## config.mk

```make
export PLATFORM = sky130hd
export DESIGN_NAME = difftest_log_event_flat
export DESIGN_NICKNAME = d
export VERILOG_FILES = /design/src/rtl/difftest_log_pkg.sv /design/src/rtl/difftest_log_event_if.sv /design/src/rtl/log_interval_timer.sv /design/src/rtl/difftest_log_event.sv /design/src/flat_wrapper.sv
export SDC_FILE = /design/constraint.sdc
export NUM_CORES = 1
export LEC_CHECK = 0
export CORE_UTILIZATION = 40
export CTS_CLUSTER_SIZE = 30
export DETAILED_ROUTE_END_ITERATION = 8
export MAX_ROUTING_LAYER = met4
export PLACE_DENSITY = 0.71
export SLEW_MARGIN = 25
export SYNTH_ARGS = -nofsm -noshare
export SYNTH_HDL_FRONTEND = slang
export SYNTH_HIERARCHICAL = 1
export SYNTH_SLANG_ARGS = --single-unit
```

## constraint.sdc

```tcl
create_clock -name clk -period 11.86 [get_ports clk]
set_input_delay 2.372 -clock clk [delete_from_list [all_inputs] [get_ports clk]]
set_output_delay 2.372 -clock clk [all_outputs]
set_load 0.05 [all_outputs]
```

## src/rtl/difftest_log_pkg.sv

```systemverilog
// Shared types for the performance-event logger: report payload, log levels, cycle width.
package difftest_log_pkg;

  localparam int unsigned CYCLE_W     = 64;
  localparam int unsigned COREID_W    = 8;
  localparam int unsigned DELTA_MAX_W = 64;

  typedef enum logic [1:0] {
    Debug,
    Info,
    Warning,
    Error
  } LogLevel;

  // Delta is held at its widest legal size; the top keeps only CNT_W bits.
  typedef struct packed {
    logic [COREID_W-1:0]    coreid;
    logic [CYCLE_W-1:0]     total;
    logic [DELTA_MAX_W-1:0] delta;
    logic [CYCLE_W-1:0]     cycle;
  } log_report_t;

endpackage

```

## src/rtl/difftest_log_event_if.sv

```systemverilog
// Report channel of difftest_log_event: valid/ready handshake plus captured fields.
interface difftest_log_event_if #(
  parameter int unsigned CNT_W = 32
);
  import difftest_log_pkg::*;

  logic                out_valid;
  logic                out_ready;
  logic [COREID_W-1:0] out_coreid;
  logic [CYCLE_W-1:0]  out_total;
  logic [CNT_W-1:0]    out_delta;
  logic [CYCLE_W-1:0]  out_cycle;

  modport master (
    output out_valid, out_coreid, out_total, out_delta, out_cycle,
    input  out_ready
  );

  modport slave (
    input  out_valid, out_coreid, out_total, out_delta, out_cycle,
    output out_ready
  );

endinterface

```

## src/rtl/log_interval_timer.sv

```systemverilog
// Free-running 0..INTERVAL-1 counter with a one-cycle trigger on the last count.
// INTERVAL = 0 parks the counter at 0 and never triggers.
module log_interval_timer #(
  parameter int unsigned INTERVAL = 1000
) (
  input  logic clk,
  input  logic rst,
  output logic o_trigger_c
);

  localparam int unsigned TMR_W = (INTERVAL > 1) ? $clog2(INTERVAL) : 1;
  localparam logic [TMR_W-1:0] LAST = TMR_W'((INTERVAL == 0) ? 0 : INTERVAL - 1);

  logic [TMR_W-1:0] r_cnt;
  logic             w_wrap;

  assign w_wrap      = (r_cnt == LAST);
  assign o_trigger_c = (INTERVAL != 0) && w_wrap;

  always_ff @(posedge clk or negedge rst) begin
    if (!rst) begin
      r_cnt <= '0;
    end else if (w_wrap) begin
      r_cnt <= '0;
    end else begin
      r_cnt <= r_cnt + TMR_W'(1);
    end
  end

endmodule

```

## src/rtl/difftest_log_event.sv

```systemverilog
// Samples a free-running event counter, accumulates it, and emits periodic/on-demand reports.
// Define LOG_EVENT_DISPLAY_EN to print every accepted report in simulation.
module difftest_log_event
  import difftest_log_pkg::*;
#(
  parameter string       NAME     = "event",
  parameter int unsigned CNT_W    = 32,
  parameter int unsigned INTERVAL = 1000
) (
  input  logic                        clk,
  input  logic                        rst,
  input  logic [COREID_W-1:0]         coreid,
  input  logic [CNT_W-1:0]            value,
  input  logic                        dump_req,
  difftest_log_event_if.master        o_rpt
);

  logic [CYCLE_W-1:0] r_cycle_cnt;
  logic [CYCLE_W-1:0] r_total;
  logic [CNT_W-1:0]   r_prev_value;
  logic [CNT_W-1:0]   r_last_value;
  logic [CNT_W-1:0]   r_cap_value;
  logic               r_pending;
  logic               r_valid;
  log_report_t        r_report;

  logic               w_trigger;
  logic               w_req;
  logic               w_capture;
  logic               w_accept;
  logic [CNT_W-1:0]   w_step;
  logic [CNT_W-1:0]   w_delta;
  logic               w_unused_delta;

  log_interval_timer #(
    .INTERVAL (INTERVAL)
  ) u_timer (
    .clk         (clk),
    .rst         (rst),
    .o_trigger_c (w_trigger)
  );

  // Modular subtraction makes counter wrap-around a small positive step.
  assign w_step    = value - r_prev_value;
  assign w_delta   = value - r_last_value;
  assign w_req     = w_trigger | dump_req;
  assign w_capture = r_pending & ~r_valid;
  assign w_accept  = r_valid & o_rpt.out_ready;

  always_ff @(posedge clk or negedge rst) begin
    if (!rst) begin
      r_cycle_cnt  <= '0;
      r_total      <= '0;
      r_prev_value <= '0;
    end else begin
      r_cycle_cnt  <= r_cycle_cnt + CYCLE_W'(1);
      r_total      <= r_total + CYCLE_W'(w_step);
      r_prev_value <= value;
    end
  end

  // A request on the capture or handshake edge stays pending so nothing is lost.
  always_ff @(posedge clk or negedge rst) begin
    if (!rst) begin
      r_pending    <= 1'b0;
      r_valid      <= 1'b0;
      r_last_value <= '0;
      r_cap_value  <= '0;
      r_report     <= '0;
    end else begin
      r_pending <= w_req | (r_pending & ~w_capture);
      if (w_capture) begin
        r_valid         <= 1'b1;
        r_cap_value     <= value;
        r_report.coreid <= coreid;
        r_report.total  <= r_total;
        r_report.delta  <= DELTA_MAX_W'(w_delta);
        r_report.cycle  <= r_cycle_cnt;
      end else if (w_accept) begin
        r_valid      <= 1'b0;
        r_last_value <= r_cap_value;
      end
    end
  end

  assign o_rpt.out_valid  = r_valid;
  assign o_rpt.out_coreid = r_report.coreid;
  assign o_rpt.out_total  = r_report.total;
  assign o_rpt.out_delta  = r_report.delta[CNT_W-1:0];
  assign o_rpt.out_cycle  = r_report.cycle;
  assign w_unused_delta   = ^r_report.delta;

`ifdef LOG_EVENT_DISPLAY_EN
  always @(posedge clk) begin
    if (rst && w_accept) begin
      $display("[%0d] core%0d %s: total=%0d delta=%0d", r_report.cycle, r_report.coreid,
               NAME, r_report.total, r_report.delta[CNT_W-1:0]);
    end
  end
`else
  localparam string unused_name = NAME;
`endif

endmodule

```

## src/flat_wrapper.sv

```systemverilog
// flat-port wrapper written by rule: the top's interface ports become plain ports
module difftest_log_event_flat import difftest_log_pkg::*;
#(
  parameter string       NAME     = "     ",
  parameter int unsigned CNT_W    = 32,
  parameter int unsigned INTERVAL = 1000
)
  (clk, rst, coreid, value, dump_req, o_rpt_out_valid, o_rpt_out_coreid, o_rpt_out_total, o_rpt_out_delta, o_rpt_out_cycle, o_rpt_out_ready);
  difftest_log_event_if #(.CNT_W(CNT_W)) o_rpt_i ();
  input  logic clk;
  input  logic rst;
  input  logic [COREID_W-1:0] coreid;
  input  logic [CNT_W-1:0] value;
  input  logic dump_req;
  output wire logic [$bits(o_rpt_i.out_valid)-1:0] o_rpt_out_valid;
  output wire logic [$bits(o_rpt_i.out_coreid)-1:0] o_rpt_out_coreid;
  output wire logic [$bits(o_rpt_i.out_total)-1:0] o_rpt_out_total;
  output wire logic [$bits(o_rpt_i.out_delta)-1:0] o_rpt_out_delta;
  output wire logic [$bits(o_rpt_i.out_cycle)-1:0] o_rpt_out_cycle;
  input wire logic [$bits(o_rpt_i.out_ready)-1:0] o_rpt_out_ready;
  assign o_rpt_out_valid = o_rpt_i.out_valid;
  assign o_rpt_out_coreid = o_rpt_i.out_coreid;
  assign o_rpt_out_total = o_rpt_i.out_total;
  assign o_rpt_out_delta = o_rpt_i.out_delta;
  assign o_rpt_out_cycle = o_rpt_i.out_cycle;
  assign o_rpt_i.out_ready = o_rpt_out_ready;
  difftest_log_event #(.NAME(NAME), .CNT_W(CNT_W), .INTERVAL(INTERVAL)) u_core (.clk(clk), .rst(rst), .coreid(coreid), .value(value), .dump_req(dump_req), .o_rpt(o_rpt_i));
endmodule
```

==> run_results.csv, run 1 <==
group,metric,value,unit
clock_network,cts_resized,0,
cells_and_area,area_growth,21.6,%
clock_network,cts_buffers,45,
critical_path,path_max_fanout,16,
grt,grt_max_degree,242,
clock_network,cts_setup_buffers,0,
yosys,synth-async-reset-ratio,100,%
floorplan,initial_utilization,40.6,%
yosys,syn_area_per_cell,9.54,um2
yosys,synth_cell_types,76,
clock_network,cts_tree,"yes",
cells_and_area,fin_cells,2984,
critical_path,end_kind,"flip-flop",
grt,grt.overflow.total,0,
pwr,powerDensity,239,nW/um2
critical_path,critPathKind,"input port to flip-flop",
critical_path,critical_path.top_delay_family,"compound AO/OA/AOI/OAI gates",
critical_path,cp_slowest_stage_delay,0.52,ns
min_path,hold_class,"flip-flop to flip-flop",
timing,hold_viol_final,0,
yosys,synth_seq_area_share,50.8,%
min_path,hold_depth,1,
place,dpl.hpwl,32.4,mm
timing,fmax,0.138,GHz
route,ant_nets,0,
route,drc,0,
yosys,netlist_area,19900,um2
cells_and_area,drive_above_1_share,5.91,%
clock_network,cts_sinks,404,
yosys,yosys_most_used_dff,"dfrtp_1",
critical_path,crit_cells,20,
timing,final-max-slew-violation-count,0,
place,portBuffers,212,
critical_path,worstPathArrival,7.71,ns
floorplan,die-area,50700,um2
grt,antenna_found_initial,2,
grt,grtUsageTotal,19.3,%
route,dr.pass1.iters,5,
critical_path,r2r_cells,20,
clock_network,holdBufCountCts,0,
job,max_cap_violations,0,
route,wl_per_cell,15.6,um
route,wirelength,46.5,mm
critical_path,critPathMostFrequentCell,"a21o_1",
cells_and_area,fin_nets,2431,
floorplan,die_x,225,um
critical_path,crit_chain,"clkdlybuf4s50_1 -> ha_1 -> nor2b_1 -> o21a_1 -> o21ai_0 -> a21oi_1 -> a211oi_1 -> a21oi_1 -> a31oi_1 -> o21bai_1 -> xor2_1 -> ha_1 -> a21o_1 -> a21o_1 -> a21o_1 -> a21o_1 -> or3_1 -> o221ai_4 -> nor4_1 -> xor2_1",
timing,skew,0.0204,ns
timing,finalSetupViolations,0,
timing,fin_crit_sh,61.3,%
clock_network,ctsLongestPathBuffers,3,
floorplan,io_pins,213,
grt,grt_pass1_wl,77.5,mm
critical_path,worstSetupStartpointType,"input port",
route,first_iter_violations,899,
floorplan,core,49100,um2
route,vias_per_cell,5.06,
clock_network,root_buffer,"clkbuf_16",
place,placedCellCount,2903,
timing,rsz0062_at_grt,"no",
cells_and_area,layout_common_cells,"nand2_1, dfrtp_1, clkdlybuf4s50_1, xnor2_1, ha_1",
route,vias,15100,
clock_network,h-tree-depth,2,
timing,setup_tns,0,ns
yosys,yosys_warnings,6,
place,place_worst_setup_slack,4.02,ns
yosys,ys_ff_latch,404,
timing,period_needed,7.27,ns
yosys,synthCells,2087,
clock_network,clock_latency,0.58,ns
outcome,status,"finished, final reports clean",
yosys,syn_nets,2232,
pwr,peakVddDrop,0.219,mV
pwr,p_leak,0.0118,uW
clock_network,cts.clk_slew.worst_paths,0.06,ns
timing,worstMarginPinSlew,1.08,ns
critical_path,slowest_stage,"a31oi_1",
floorplan,die_y,225,um
floorplan,rows,81,
grt,grt_pass1_vias,15400,
critical_path,cp.required,12.30,ns
yosys,synth-edff-count,0,
pwr,power.total,5770,uW
timing,worst_slack,4.59,ns
place,gp_congestion,0.878,
critical_path,path_buf_inv,1,
timing,relSlewSlack,28.2,%
cells_and_area,final_common_cell,"nand2_1",
==> area by class of cell <==
class | instances | area [um2]
clock inverter | 12 | 170
inverter | 95 | 357
fill | 4500 | 24900
clock buffer | 67 | 1330
multi-input combinational | 1523 | 9200
timing repair buffer | 217 | 2200
tap | 664 | 831
sequential | 404 | 10100
antenna | 2 | 5.00
==> state kept, by name, summed over array words and instances (netlist names) <==
register / cells
u_core/u_timer/r_cnt: 10
u_core/o_rpt.out_total: 64
u_core/r_cycle_cnt: 64
u_core/o_rpt.out_delta: 32
u_core/r_cap_value: 32
u_core/o_rpt.out_cycle: 64
u_core/o_rpt.out_coreid: 8
u_core/r_prev_value: 32
u_core/o_rpt.out_valid: 1
u_core/r_total: 64
u_core/r_pending: 1
u_core/r_last_value: 32
==> layer usage <==
layer	up-vias	global-route usage, %	share of wire [%]
li1	7405	-	-
met1	7318	24.8	46
met2	315	31.4	48
met3	70	2.76	3.9
met4	0	6.32	2.4
met5	-	-	0
==> power by group <==
| part | switching, uW | total, uW | internal [uW] | leakage [uW] |
|---|---|---|---|---|
| clock network | 574 | 1420 | 842 | 0.000731 |
| registers | 190 | 1880 | 1690 | 0.00517 |
| logic | 1560 | 2480 | 912 | 0.00588 |
==> Yosys cell counts, types with 4 or more instances <==
library cell	n	share of area (%)
a31oi_1	9	0.28
inv_1	95	1.8
o21ai_0	62	1.6
o21bai_1	13	0.49
nor3b_1	4	0.15
a21o_1	50	1.9
xnor2_1	105	4.6
nor3_2	4	0.20
nand2b_1	18	0.57
o21a_1	11	0.41
o21ai_1	14	0.35
nand2_1	612	12
o211ai_1	4	0.15
and4_1	10	0.44
nor2_1	78	1.5
ha_1	98	6.2
a211oi_1	13	0.49
or3_1	5	0.16
a211o_1	5	0.22
mux2_2	32	1.8
dfrtp_1	404	51
nand4_1	27	0.85
nor4_1	6	0.19
o31ai_1	5	0.19
nand3_1	56	1.4
a21oi_1	80	2.0
nor3_1	26	0.65
clkbuf_1	57	1.1
xor2_1	72	3.2
and3_1	20	0.63
nor2b_1	14	0.44
and2_1	7	0.22
==> cell families after synthesis <==
logic type / Yosys count / share of synthesized area [%]
buf+inv: 160 / 3.09
fa+ha+maj: 101 / 6.46
xor+xnor: 177 / 7.79
mux: 34 / 1.91
flops: 404 / 50.8
compound gates: 305 / 10.1
simple gates: 906 / 19.9
==> worst paths after layout <==
path                                                       start                                     end  slack [ns]
worst max-delay path                                    value[1]            u_core/r_total[51]$_DFF_PN0_        4.59
worst min-delay path                u_core/r_total[63]$_DFF_PN0_            u_core/r_total[63]$_DFF_PN0_        0.47
worst max register to register  u_core/r_prev_value[1]$_DFF_PN0_            u_core/r_total[51]$_DFF_PN0_        6.49
worst min register to register      u_core/r_total[63]$_DFF_PN0_            u_core/r_total[63]$_DFF_PN0_        0.47
max in group asynchronous                                    rst       u_core/u_timer/r_cnt[4]$_DFF_PN0_        8.61
min in group asynchronous                                    rst  u_core/o_rpt.out_cycle[42]$_DFFE_PN0P_        1.85
==> metrics by stage <==
step           hold slack, ns  instance area [um2]  utilization [%]
2_1_floorplan           0.441                19900                -
3_3_place_gp            0.452                22700             46.3
3_5_place_dp            0.460                22700             46.3
4_1_cts                 0.471                24200             49.3
5_1_grt                 0.492                24200             49.3
6_report                0.466                24200             49.3
No activity file was read; power rests on OpenSTA's default activity.
==> run 2, diff against run 1 <==
==> constraint.sdc (replaced) <==
create_clock -name clk -period 7.3 [get_ports clk]
set_input_delay 1.46 -clock clk [delete_from_list [all_inputs] [get_ports clk]]
set_output_delay 1.46 -clock clk [all_outputs]
set_load 0.05 [all_outputs]
==> run_results.csv, run 2 (same netlist as run 1, synthesis figures left out) <==
group,metric,value,unit
critical_path,path_max_fanout,16,
route,wirelength,46.5,mm
critical_path,critPathKind,"input port to flip-flop",
pwr,p_leak,0.0119,uW
timing,rsz0062_at_grt,"no",
timing,relSlewSlack,33.0,%
critical_path,cp.required,7.73,ns
cells_and_area,final_common_cell,"nand2_1",
grt,grt_max_degree,176,
clock_network,holdBufCountCts,0,
outcome,status,"finished, final reports clean",
timing,setup_tns,0,ns
timing,worstMarginPinSlew,1.01,ns
cells_and_area,fin_nets,2436,
timing,skew,0.0154,ns
job,max_cap_violations,0,
grt,grt_pass1_wl,77.0,mm
floorplan,core,49100,um2
clock_network,h-tree-depth,2,
timing,period_needed,6.14,ns
critical_path,r2r_cells,20,
place,portBuffers,212,
grt,antenna_found_initial,0,
critical_path,worstPathArrival,6.57,ns
cells_and_area,design_area,24300,um2
pwr,powerDensity,391,nW/um2
place,dpl_cell_area,22700,um2
min_path,hold_depth,1,
floorplan,initial_utilization,40.6,%
route,first_iter_violations,992,
route,wl_per_cell,15.5,um
critical_path,regToRegSetupSlack,2.15,ns
floorplan,die-area,50700,um2
pwr,power.total,9510,uW
place,gp_congestion,0.938,
route,vias_per_cell,5.07,
cells_and_area,drive_above_1_share,6.41,%
route,ant_nets,0,
floorplan,die_x,225,um
timing,hold_viol_final,0,
cells_and_area,diodes,0,
clock_network,root_buffer,"clkbuf_16",
place,dpl.hpwl,32.7,mm
clock_network,cts_buffers,46,
min_path,hold_class,"flip-flop to flip-flop",
critical_path,end_kind,"flip-flop",
timing,fmax,0.163,GHz
pwr,peakVddDrop,0.303,mV
clock_network,ctsLongestPathBuffers,3,
timing,final-max-slew-violation-count,0,
cells_and_area,area_growth,22.3,%
clock_network,cts.clk_slew.worst_paths,0.06,ns
route,drc,0,
route,vias,15200,
clock_network,cts_resized,0,
critical_path,worstSetupStartpointType,"input port",
cells_and_area,layout_common_cells,"nand2_1, dfrtp_1, clkdlybuf4s50_1, xnor2_1, ha_1",
cells_and_area,fin_cells,2990,
timing,fin_crit_sh,84.1,%
clock_network,cts_tree,"yes",
place,placedCellCount,2906,
timing,finalSetupViolations,0,
route,dr.pass1.iters,5,
floorplan,rows,81,
grt,grtUsageTotal,19.2,%
clock_network,cts_setup_buffers,0,
clock_network,cts_sinks,404,
grt,grt_pass1_vias,15300,
floorplan,io_pins,213,
clock_network,clock_latency,0.57,ns
grt,grt.overflow.total,0,
floorplan,die_y,225,um
==> run 2: worst paths after layout <==
kind | startpoint | end
max | value[0] | u_core/r_total[51]$_DFF_PN0_
min | u_core/r_total[63]$_DFF_PN0_ | u_core/r_total[63]$_DFF_PN0_
max reg2reg | u_core/r_prev_value[1]$_DFF_PN0_ | u_core/r_total[51]$_DFF_PN0_
min reg2reg | u_core/r_total[63]$_DFF_PN0_ | u_core/r_total[63]$_DFF_PN0_
max in group asynchronous | rst | u_core/r_last_value[26]$_DFFE_PN0P_
min in group asynchronous | rst | u_core/r_cycle_cnt[40]$_DFF_PN0_
==> run 2: layout make-up <==
cell class,instances,area (um2)
clock inverter,19,245
inverter,95,357
clock buffer,64,1370
fill,4469,24700
timing repair buffer,221,2240
sequential,404,10100
tap,664,831
multi-input combinational,1523,9200
==> run 2: worst max-delay path: stages <==
cell and delay (ns):
clkdlybuf4s50_1 0.47, inv_1 0.07, ha_1 0.24, fa_1 0.41
nor2b_1 0.14, o21ai_0 0.10, a21oi_1 0.28, o211ai_1 0.19
a31o_2 0.31, o21ai_1 0.13, buf_4 0.15, nand3_1 0.08
a211oi_1 0.27, xor2_1 0.22, ha_1 0.33, a21o_1 0.22
a21o_1 0.18, a21o_1 0.19, or3_1 0.38, o221ai_4 0.43
nor4_1 0.15, xor2_1 0.17
==> run 2: where the power goes <==
| part | total [uW] | switching (uW) | leakage (uW) | internal, uW |
|---|---|---|---|---|
| Clock | 2430 | 939 | 0.000788 | 1490 |
| Sequential | 3050 | 307 | 0.00517 | 2750 |
| Combinational | 4030 | 2540 | 0.00590 | 1490 |
==> run 2: layer usage <==
metal | wire [um] | track usage, % | up-vias
met5 | 0 | - | -
met4 | 1260 | 6.91 | 0
met3 | 1920 | 2.72 | 82
met2 | 22200 | 30.6 | 328
met1 | 21100 | 24.8 | 7346
li1 | - | - | 7412
==> run 2: through the flow <==
stage / utilization (%) / worst slack, ns / hold WS (ns)
finish: 49.6 / 1.16 / 0.465
global route: 49.6 / 0.749 / 0.476
global placement: 46.3 / 0.659 / 0.453
detailed placement: 46.3 / 0.614 / 0.456
floorplan: - / 1.69 / 0.441
CTS: 49.6 / 1.20 / 0.468
